==> config.mk <==
export PLATFORM = sky130hd
export DESIGN_NAME = ssd_scanner
export DESIGN_NICKNAME = d
export VERILOG_FILES = /design/src/rtl/ssd_pkg.sv /design/src/rtl/ssd_hex_decode.sv /design/src/rtl/ssd_scanner.sv
export SDC_FILE = /design/constraint.sdc
export NUM_CORES = 1
export LEC_CHECK = 0
export ABC_AREA = 1
export CAP_MARGIN = 15
export CORE_UTILIZATION = 50
export CTS_CLUSTER_SIZE = 16
export DETAILED_ROUTE_END_ITERATION = 6
export PLACE_DENSITY = 0.73
export SLEW_MARGIN = 20
export SYNTH_ARGS = -nofsm -noshare
export SYNTH_HDL_FRONTEND = slang
export SYNTH_HIERARCHICAL = 1
export SYNTH_SLANG_ARGS = --single-unit
export TNS_END_PERCENT = 50
==> constraint.sdc <==
create_clock -name clk -period 3.17 [get_ports clk]
set_clock_uncertainty 0.05 [all_clocks]
set_input_delay 0.634 -clock clk [delete_from_list [all_inputs] [get_ports clk]]
set_output_delay 0.634 -clock clk [all_outputs]
set_load 0.02 [all_outputs]
==> src/rtl/ssd_pkg.sv <==
// Shared constants for the 4-digit seven-segment display path.
// Segment patterns are active-high {g,f,e,d,c,b,a}; polarity is applied at the output registers.
package ssd_pkg;

   localparam logic [6:0] SEG_0   = 7'h3F;
   localparam logic [6:0] SEG_1   = 7'h06;
   localparam logic [6:0] SEG_2   = 7'h5B;
   localparam logic [6:0] SEG_3   = 7'h4F;
   localparam logic [6:0] SEG_4   = 7'h66;
   localparam logic [6:0] SEG_5   = 7'h6D;
   localparam logic [6:0] SEG_6   = 7'h7D;
   localparam logic [6:0] SEG_7   = 7'h07;
   localparam logic [6:0] SEG_8   = 7'h7F;
   localparam logic [6:0] SEG_9   = 7'h6F;
   localparam logic [6:0] SEG_A   = 7'h77;
   localparam logic [6:0] SEG_B   = 7'h7C;
   localparam logic [6:0] SEG_C   = 7'h39;
   localparam logic [6:0] SEG_D   = 7'h5E;
   localparam logic [6:0] SEG_E   = 7'h79;
   localparam logic [6:0] SEG_F   = 7'h71;
   localparam logic [6:0] SEG_OFF = 7'h00;

   localparam logic [1:0] DIG3 = 2'd3;
   localparam logic [1:0] DIG2 = 2'd2;
   localparam logic [1:0] DIG1 = 2'd1;
   localparam logic [1:0] DIG0 = 2'd0;

endpackage

==> src/rtl/ssd_hex_decode.sv <==
// Combinational hex digit to active-high gfedcba segment pattern.
module ssd_hex_decode
   import ssd_pkg::*;
(
   input  logic [3:0] code,
   output logic [6:0] seg
);

   always_comb begin
      seg = SEG_OFF;
      case (code)
         4'h0: seg = SEG_0;
         4'h1: seg = SEG_1;
         4'h2: seg = SEG_2;
         4'h3: seg = SEG_3;
         4'h4: seg = SEG_4;
         4'h5: seg = SEG_5;
         4'h6: seg = SEG_6;
         4'h7: seg = SEG_7;
         4'h8: seg = SEG_8;
         4'h9: seg = SEG_9;
         4'hA: seg = SEG_A;
         4'hB: seg = SEG_B;
         4'hC: seg = SEG_C;
         4'hD: seg = SEG_D;
         4'hE: seg = SEG_E;
         4'hF: seg = SEG_F;
         default: seg = SEG_OFF;
      endcase
   end

endmodule

==> src/rtl/ssd_scanner.sv <==
// Time-multiplexed driver for a 4-digit common-anode seven-segment display with
// frame-synchronous input latching, per-slot ghost guard and optional leading-zero blanking.
module ssd_scanner
   import ssd_pkg::*;
#(
   parameter int CLK_HZ     = 100_000_000,
   parameter int SCAN_HZ    = 1_000,
   parameter int GUARD      = 4,
   parameter bit ACTIVE_LOW = 1'b1
)(
   input  logic       clk,
   input  logic       rst_n,
   input  logic [3:0] R3,
   input  logic [3:0] R2,
   input  logic [3:0] R1,
   input  logic [3:0] R0,
   input  logic [3:0] dp_in,
   input  logic       lzs,
   output logic [3:0] an,
   output logic [6:0] seg,
   output logic       dp,
   output logic       frame
);

   localparam int DIV = CLK_HZ / SCAN_HZ;
   localparam int CW  = (DIV > 1) ? $clog2(DIV) : 1;

   localparam logic [3:0] AN_OFF_LVL  = ACTIVE_LOW ? 4'hF : 4'h0;
   localparam logic [6:0] SEG_OFF_LVL = ACTIVE_LOW ? ~SEG_OFF : SEG_OFF;
   localparam logic       DP_OFF_LVL  = ACTIVE_LOW;

   logic [CW-1:0]   cnt;
   logic [1:0]      idx;
   logic [3:0][3:0] dig_sh;
   logic [3:0]      dp_sh;
   logic            lzs_sh;

   logic       tick;
   logic       latch;
   logic       in_guard;
   logic [3:0] blank;
   logic [3:0] cur_code;
   logic [6:0] cur_seg;
   logic [3:0] an_on;
   logic [6:0] seg_on;
   logic       dp_on;

   assign tick     = (cnt == CW'(DIV - 1));
   assign latch    = tick && (idx == DIG0);
   assign in_guard = (GUARD > 0) && (cnt < CW'(GUARD));

   // Scan state and frame-synchronous shadow of the producer inputs.
   always_ff @(posedge clk or negedge rst_n) begin
      if (!rst_n) begin
         cnt    <= '0;
         idx    <= DIG3;
         dig_sh <= '0;
         dp_sh  <= '0;
         lzs_sh <= 1'b0;
         frame  <= 1'b0;
      end else begin
         cnt   <= tick ? '0 : cnt + 1'b1;
         frame <= latch;
         if (tick)
            idx <= idx - 2'd1;
         if (latch) begin
            dig_sh <= {R3, R2, R1, R0};
            dp_sh  <= dp_in;
            lzs_sh <= lzs;
         end
      end
   end

   // A digit is blanked only while it and every digit to its left are zero.
   always_comb begin
      blank    = '0;
      blank[3] = lzs_sh && (dig_sh[3] == 4'd0);
      blank[2] = blank[3] && (dig_sh[2] == 4'd0);
      blank[1] = blank[2] && (dig_sh[1] == 4'd0);
   end

   assign cur_code = dig_sh[idx];

   ssd_hex_decode u_dec (
      .code (cur_code),
      .seg  (cur_seg)
   );

   always_comb begin
      an_on  = '0;
      seg_on = SEG_OFF;
      dp_on  = 1'b0;
      if (!in_guard) begin
         an_on[idx] = 1'b1;
         if (!blank[idx]) begin
            seg_on = cur_seg;
            dp_on  = dp_sh[idx];
         end
      end
   end

   // Polarity is applied last so the reset level is the inactive level.
   always_ff @(posedge clk or negedge rst_n) begin
      if (!rst_n) begin
         an  <= AN_OFF_LVL;
         seg <= SEG_OFF_LVL;
         dp  <= DP_OFF_LVL;
      end else begin
         an  <= ACTIVE_LOW ? ~an_on  : an_on;
         seg <= ACTIVE_LOW ? ~seg_on : seg_on;
         dp  <= ACTIVE_LOW ? ~dp_on  : dp_on;
      end
   end

endmodule

* After elaboration in Yosys (flattened, before gate mapping)
Memories as Yosys holds them, arrays and structs flattened. Cells that the tools add are included.
Cells by class: add/sub/neg operators 2, magnitude comparators 3, equality and inequality tests 1, multiplexer cells 14, bitwise operators 3, reduce and logical (&&, ||, !) cells 9
Operators with widths (number):
- $add A17 B1 Y17 const B | 1
- $eq A17 B17 Y1 const B | 1
- $lt A17 B3 Y1 const B | 1
- $mux W17 | 1
- $mux W7 | 2
- $logic_not A4 Y1 | 3
- $bmux W4 S2 | 1
- $mux W4 | 2
- $not A7 Y7 | 1
- $logic_and A1 B1 Y1 | 5
- $mux W1 | 5
- $bmux W1 S2 | 2
- $not A4 Y4 | 1
- $lt A2 B3 Y1 const B | 1
- $demux W1 S2 | 1
- $ge A2 B1 Y1 const B | 1
- $logic_not A2 Y1 | 1
- $sub A2 B1 Y2 const B | 1
- $not A1 Y1 | 1
Word-level totals: bits in registers 53, memory bits (read-only) 112, input port bits 23, output and inout bits 13, memories 1
Memories:
- (name not given) | words 16, bits a word 7, read ports 1, clocked after memory_dff 0, wr ports 0, line ssd_hex_decode.sv:11 | case (code)

* Longest topological paths before layout
depth in word-level cells 9, depth in mapped cells 12, gate-level depth less buffers 11

* Modules after synthesis
The synthesis kept the hierarchy.
Modules (own cells, without submodules):
- ssd_scanner | times used 1, cells each 310, area an instance 2577.5 µm², seq. area each 1343.8 µm²
- ssd_hex_decode | times used 1, cells each 52, area an instance 270.3 µm², seq. area each 0.0 µm²

* Worst setup path before layout
OpenSTA, ideal clock, no wires.
path kind reg2reg, from register idx[0], to register seg[3], setup time 0.092 ns, data arrival time 2.020 ns, slack 1.008 ns, cell stages (with the launch flop) 11, path buffers 1, period minus slack after synthesis 2.162 ns, cell sequence dfstp_2 -> clkbuf_1 -> o21ai_0 -> o21ai_0 -> inv_1 -> ha_1 -> nand2_1 -> o21ai_0 -> nand2_1 -> nand2_1 -> nand3_1
Between the ends: word-level cells in the longest chain between the ends 6, elaborated cells between the ends (all ways) 8, classes of those cells mux: 6; bitwise: 1; memory: 1
Ends and longest elaborated chain:
- start, declared | line ssd_scanner.sv:33 | logic [1:0] idx;
- start signal, assigned | line ssd_scanner.sv:65 | idx <= idx - 2'd1;
- $bmux W4 S2 | line ssd_scanner.sv:82 | assign cur_code = dig_sh[idx];
- $mux W4 (not written as such) | line ssd_scanner.sv:82
- net cur_code[1] | line ssd_scanner.sv:42 | logic [3:0] cur_code;
- $mem_v2 Z16 W7
- net cur_seg[3] | line ssd_scanner.sv:43 | logic [6:0] cur_seg;
- $mux W7 | line ssd_scanner.sv:95 | if (!blank[idx]) begin
- $mux W7 | line ssd_scanner.sv:93 | if (!in_guard) begin
- $not A7 Y7 | line ssd_scanner.sv:110 | seg <= ACTIVE_LOW ? ~seg_on : seg_on;
- end signal, assigned | line ssd_scanner.sv:110
- end, declared | line ssd_scanner.sv:20 | output logic [6:0] seg,
The timed path passes the listed nets, and every way through them passes these cells. The select of a mux whose other input is x is not followed. A chain may end at the register's enable or synchronous reset.

* Worst setup path in the final report
Ends and elaborated chain as after synthesis.

==> flow_metrics.py <==
metrics = {
    "run_status": {
        "outcome": "finished clean",
    },
    "setup_path": {
        "r2r_slack_ns": 0.83,
        "critPathLaunchType": "flip-flop",
        "cp-endpoint": "seg[3]",
        "cp.arrival_ns": 2.51,
        "reg2reg_to": "seg[3]",
        "r2r_start": "idx[0]",
        "r2r_cells": 10,
        "endpoint_kind": "flip-flop",
        "path_max_fanout": 14,
        "cp.required_ns": 3.34,
        "crit_type": "flip-flop to flip-flop",
        "startpoint": "idx[0]",
    },
    "cells_and_area": {
        "diodes": 0,
        "drive_gt1_share_pct": 10.0,
        "final_common_cell": "nand2_1",
        "post-route-util_pct": 60.9,
        "layout_common_cells": "nand2_1, nor2_1, dfrtp_1, clkdlybuf4s50_1, inv_1",
        "area_growth_pct": 17.8,
        "fin_area_mm2": 0.00335,
        "fillers": 499,
        "fin_nets": 434,
        "layout.cells.non_filler": 472,
    },
    "clock_network": {
        "cts_tree": "built",
        "worstSkewPairLatency_ns": 0.30,
        "htreeDepth": 2,
        "cts.clk_slew.worst_paths_ns": 0.09,
        "cts_root_buffer": "clkbuf_8",
        "postCtsSetupBuffers": 0,
        "cts.sink_count": 53,
        "hold_buffers": 0,
        "cts_buffers": 5,
        "cts-resized-gates": 0,
        "cts_max_path_buffers": 2,
    },
    "grt": {
        "grt-ovfl-total": 0,
        "grt_pass1_vias": 2095,
        "grt_use_total_pct": 20.7,
        "antenna_found_initial": 0,
        "grt_pass1_wl_um": 9800,
        "grt_max_degree": 49,
    },
    "run": {
        "cap_violations": 0,
    },
    "logic_synthesis": {
        "synth_fa_ha_area_share_pct": 5.27,
        "synthXorXnorAreaFrac_pct": 2.15,
        "synthTopCellsByArea": "dfrtp_1, nand2_1, dfstp_2",
        "syn_inst": 362,
        "synth_compound_area_share_pct": 4.35,
        "synth.cell_area_mm2": 0.00285,
        "ys_seq_area_share_pct": 47.2,
        "avgSynthCellArea_um2": 7.87,
        "synth_mux_area_share_pct": 0,
        "ys_seq_elements": 53,
        "synth_top_area_cell": "dfrtp_1",
        "synth_top_area_share_pct": 34.3,
        "yosysWarnings": 6,
        "yosysUniqueCellTypes": 28,
        "synth_top_family_by_area": "simple AND/OR/NAND/NOR gates",
        "synth-simple-area-share_pct": 34.5,
        "syn-num-nets": 397,
    },
    "timing": {
        "finalHoldViolations": 0,
        "slew_headroom_pct": 47.3,
        "tns_ns": 0,
        "timing.final.crit_share_pct": 73.9,
        "setup_viol": 0,
        "max_freq_ghz": 0.427,
        "rsz0062_at_grt": "no",
        "period_minus_slack_ns": 2.34,
        "worstMarginPinSlew_ns": 0.782,
        "slew_violations": 0,
    },
    "power_and_ir_drop": {
        "p_seq_share_pct": 58.0,
        "power_leakage_nw": 1.64,
        "comb_power_share_pct": 3.5,
        "switching_share_pct": 20.0,
        "power_mw": 1.17,
        "clkPwrFrac_pct": 38.6,
        "p_sw_uw": 233,
        "p_int_uw": 934,
        "vdd_drop_max_mv": 0.203,
        "cellPowerDensity_mw_per_mm2": 348,
    },
    "floorplan": {
        "io-pin-count": 36,
        "die-area_mm2": 0.00600,
        "start_util_pct": 51.7,
        "rows": 27,
        "die_y_um": 77.5,
        "core_mm2": 0.00551,
        "die_w_um": 77.5,
    },
    "routing": {
        "met2_length_um": 2580,
        "via_per_inst": 4.92,
        "vias": 2323,
        "dr.max_layer_used": "met4",
        "dr_wl_met3_um": 244,
        "wl_per_cell_um": 11.9,
        "drt_iter0_markers": 202,
        "wirelength_um": 5610,
        "dr.pass1.iters": 4,
        "wl_met1_um": 2720,
        "drtAntennaViolNets": 0,
        "drcViolationCount": 0,
    },
    "hold_path": {
        "worstHoldPathType": "input port to asynchronous set/reset pin",
    },
    "placed_design": {
        "place_area_mm2": 0.00324,
        "dp_cells": 464,
        "detailed_place_hpwl_um": 4130,
        "routabilityCongestion": 0.909,
        "io_buffers": 35,
    },
}
[sequential cells by signal, summed over array words and instances, names as in the netlist]
signal  flops
an          4
cnt        17
dig_sh     16
dp          1
dp_sh       4
frame       1
idx         2
lzs_sh      1
seg         7
[per-stage QoR]
stage | hold slack [ns] | worst slack [ns]
2_1_floorplan | 0.288 | 1.01
5_1_grt | 0.326 | 0.595
3_5_place_dp | 0.410 | 0.852
3_3_place_gp | 0.397 | 1.03
4_1_cts | 0.422 | 0.839
6_report | 0.269 | 0.828
[logic make-up after synthesis]
family          Yosys count
fa+ha+maj                12
simple gates            225
flops                    53
buf+inv                  41
compound gates           24
xor+xnor                  7
[area by class of cell]
cell class                      count  area (um^2)  share of cell area, %
Clock buffer                        6         72.6                   2.16
Clock inverter                      2         33.8                   1.01
Inverter                           33          124                   3.69
Multi-Input combinational cell    268         1320                   39.3
Sequential cell                    53         1340                   40.1
Tap cell                           72         90.1                   2.69
Timing Repair Buffer               38          370                   11.0
[power by group through the flow]
stage	registers, mW	logic, mW	clock network (mW)
4_1_cts	0.677	0.0421	0.460
3_3_place_gp	0.689	0.0415	0
2_1_floorplan	0.689	0.00000440	0
3_5_place_dp	0.689	0.0421	0
6_report	0.677	0.0406	0.450
5_1_grt	0.677	0.0454	0.485
[worst min-delay path by stage]
| stage | startpoint | to | slack (ns) | cells after the start |
|---|---|---|---|---|
| 6_report | rst_n | cnt[11] | 0.27 | 1 |
| 5_1_grt | rst_n | cnt[12] | 0.33 | 1 |
| 4_1_cts | cnt[0] | cnt[0] | 0.42 | 1 |
| 3_5_place_dp | cnt[0] | cnt[0] | 0.41 | 1 |
| 3_3_place_gp | cnt[0] | cnt[0] | 0.40 | 1 |
| 2_1_floorplan | rst_n | cnt[0] | 0.29 | 0 |
[layer usage]
layer,GRT usage (%),vias up
met1,28.2,1056
li1,-,1202
met2,33.6,60
met3,3.06,5
met4,6.98,0
met5,0,-
[worst max-delay path, cell delays in order, from the launching register on]
cell	delay [ns]
dfstp_2	0.44
inv_1	0.31
nor2_1	0.08
o21ai_0	0.49
inv_1	0.20
ha_1	0.32
nand2_1	0.05
o21ai_0	0.11
nand2_1	0.07
nand2_1	0.07
nand3_1	0.07
[synth_stat cells (all sizes together)]
library cell,instances
and3,1
nand4,5
a21oi,3
nand3,25
xnor2,3
o22ai,3
nor2,51
nand3b,1
xor2,4
clkbuf,2
buf,6
ha,12
and2,2
dfstp,14
o21ai,18
dfrtp,39
inv,33
nand2,137
nor3,3
Note: power is estimated with default switching activity, not from simulation.
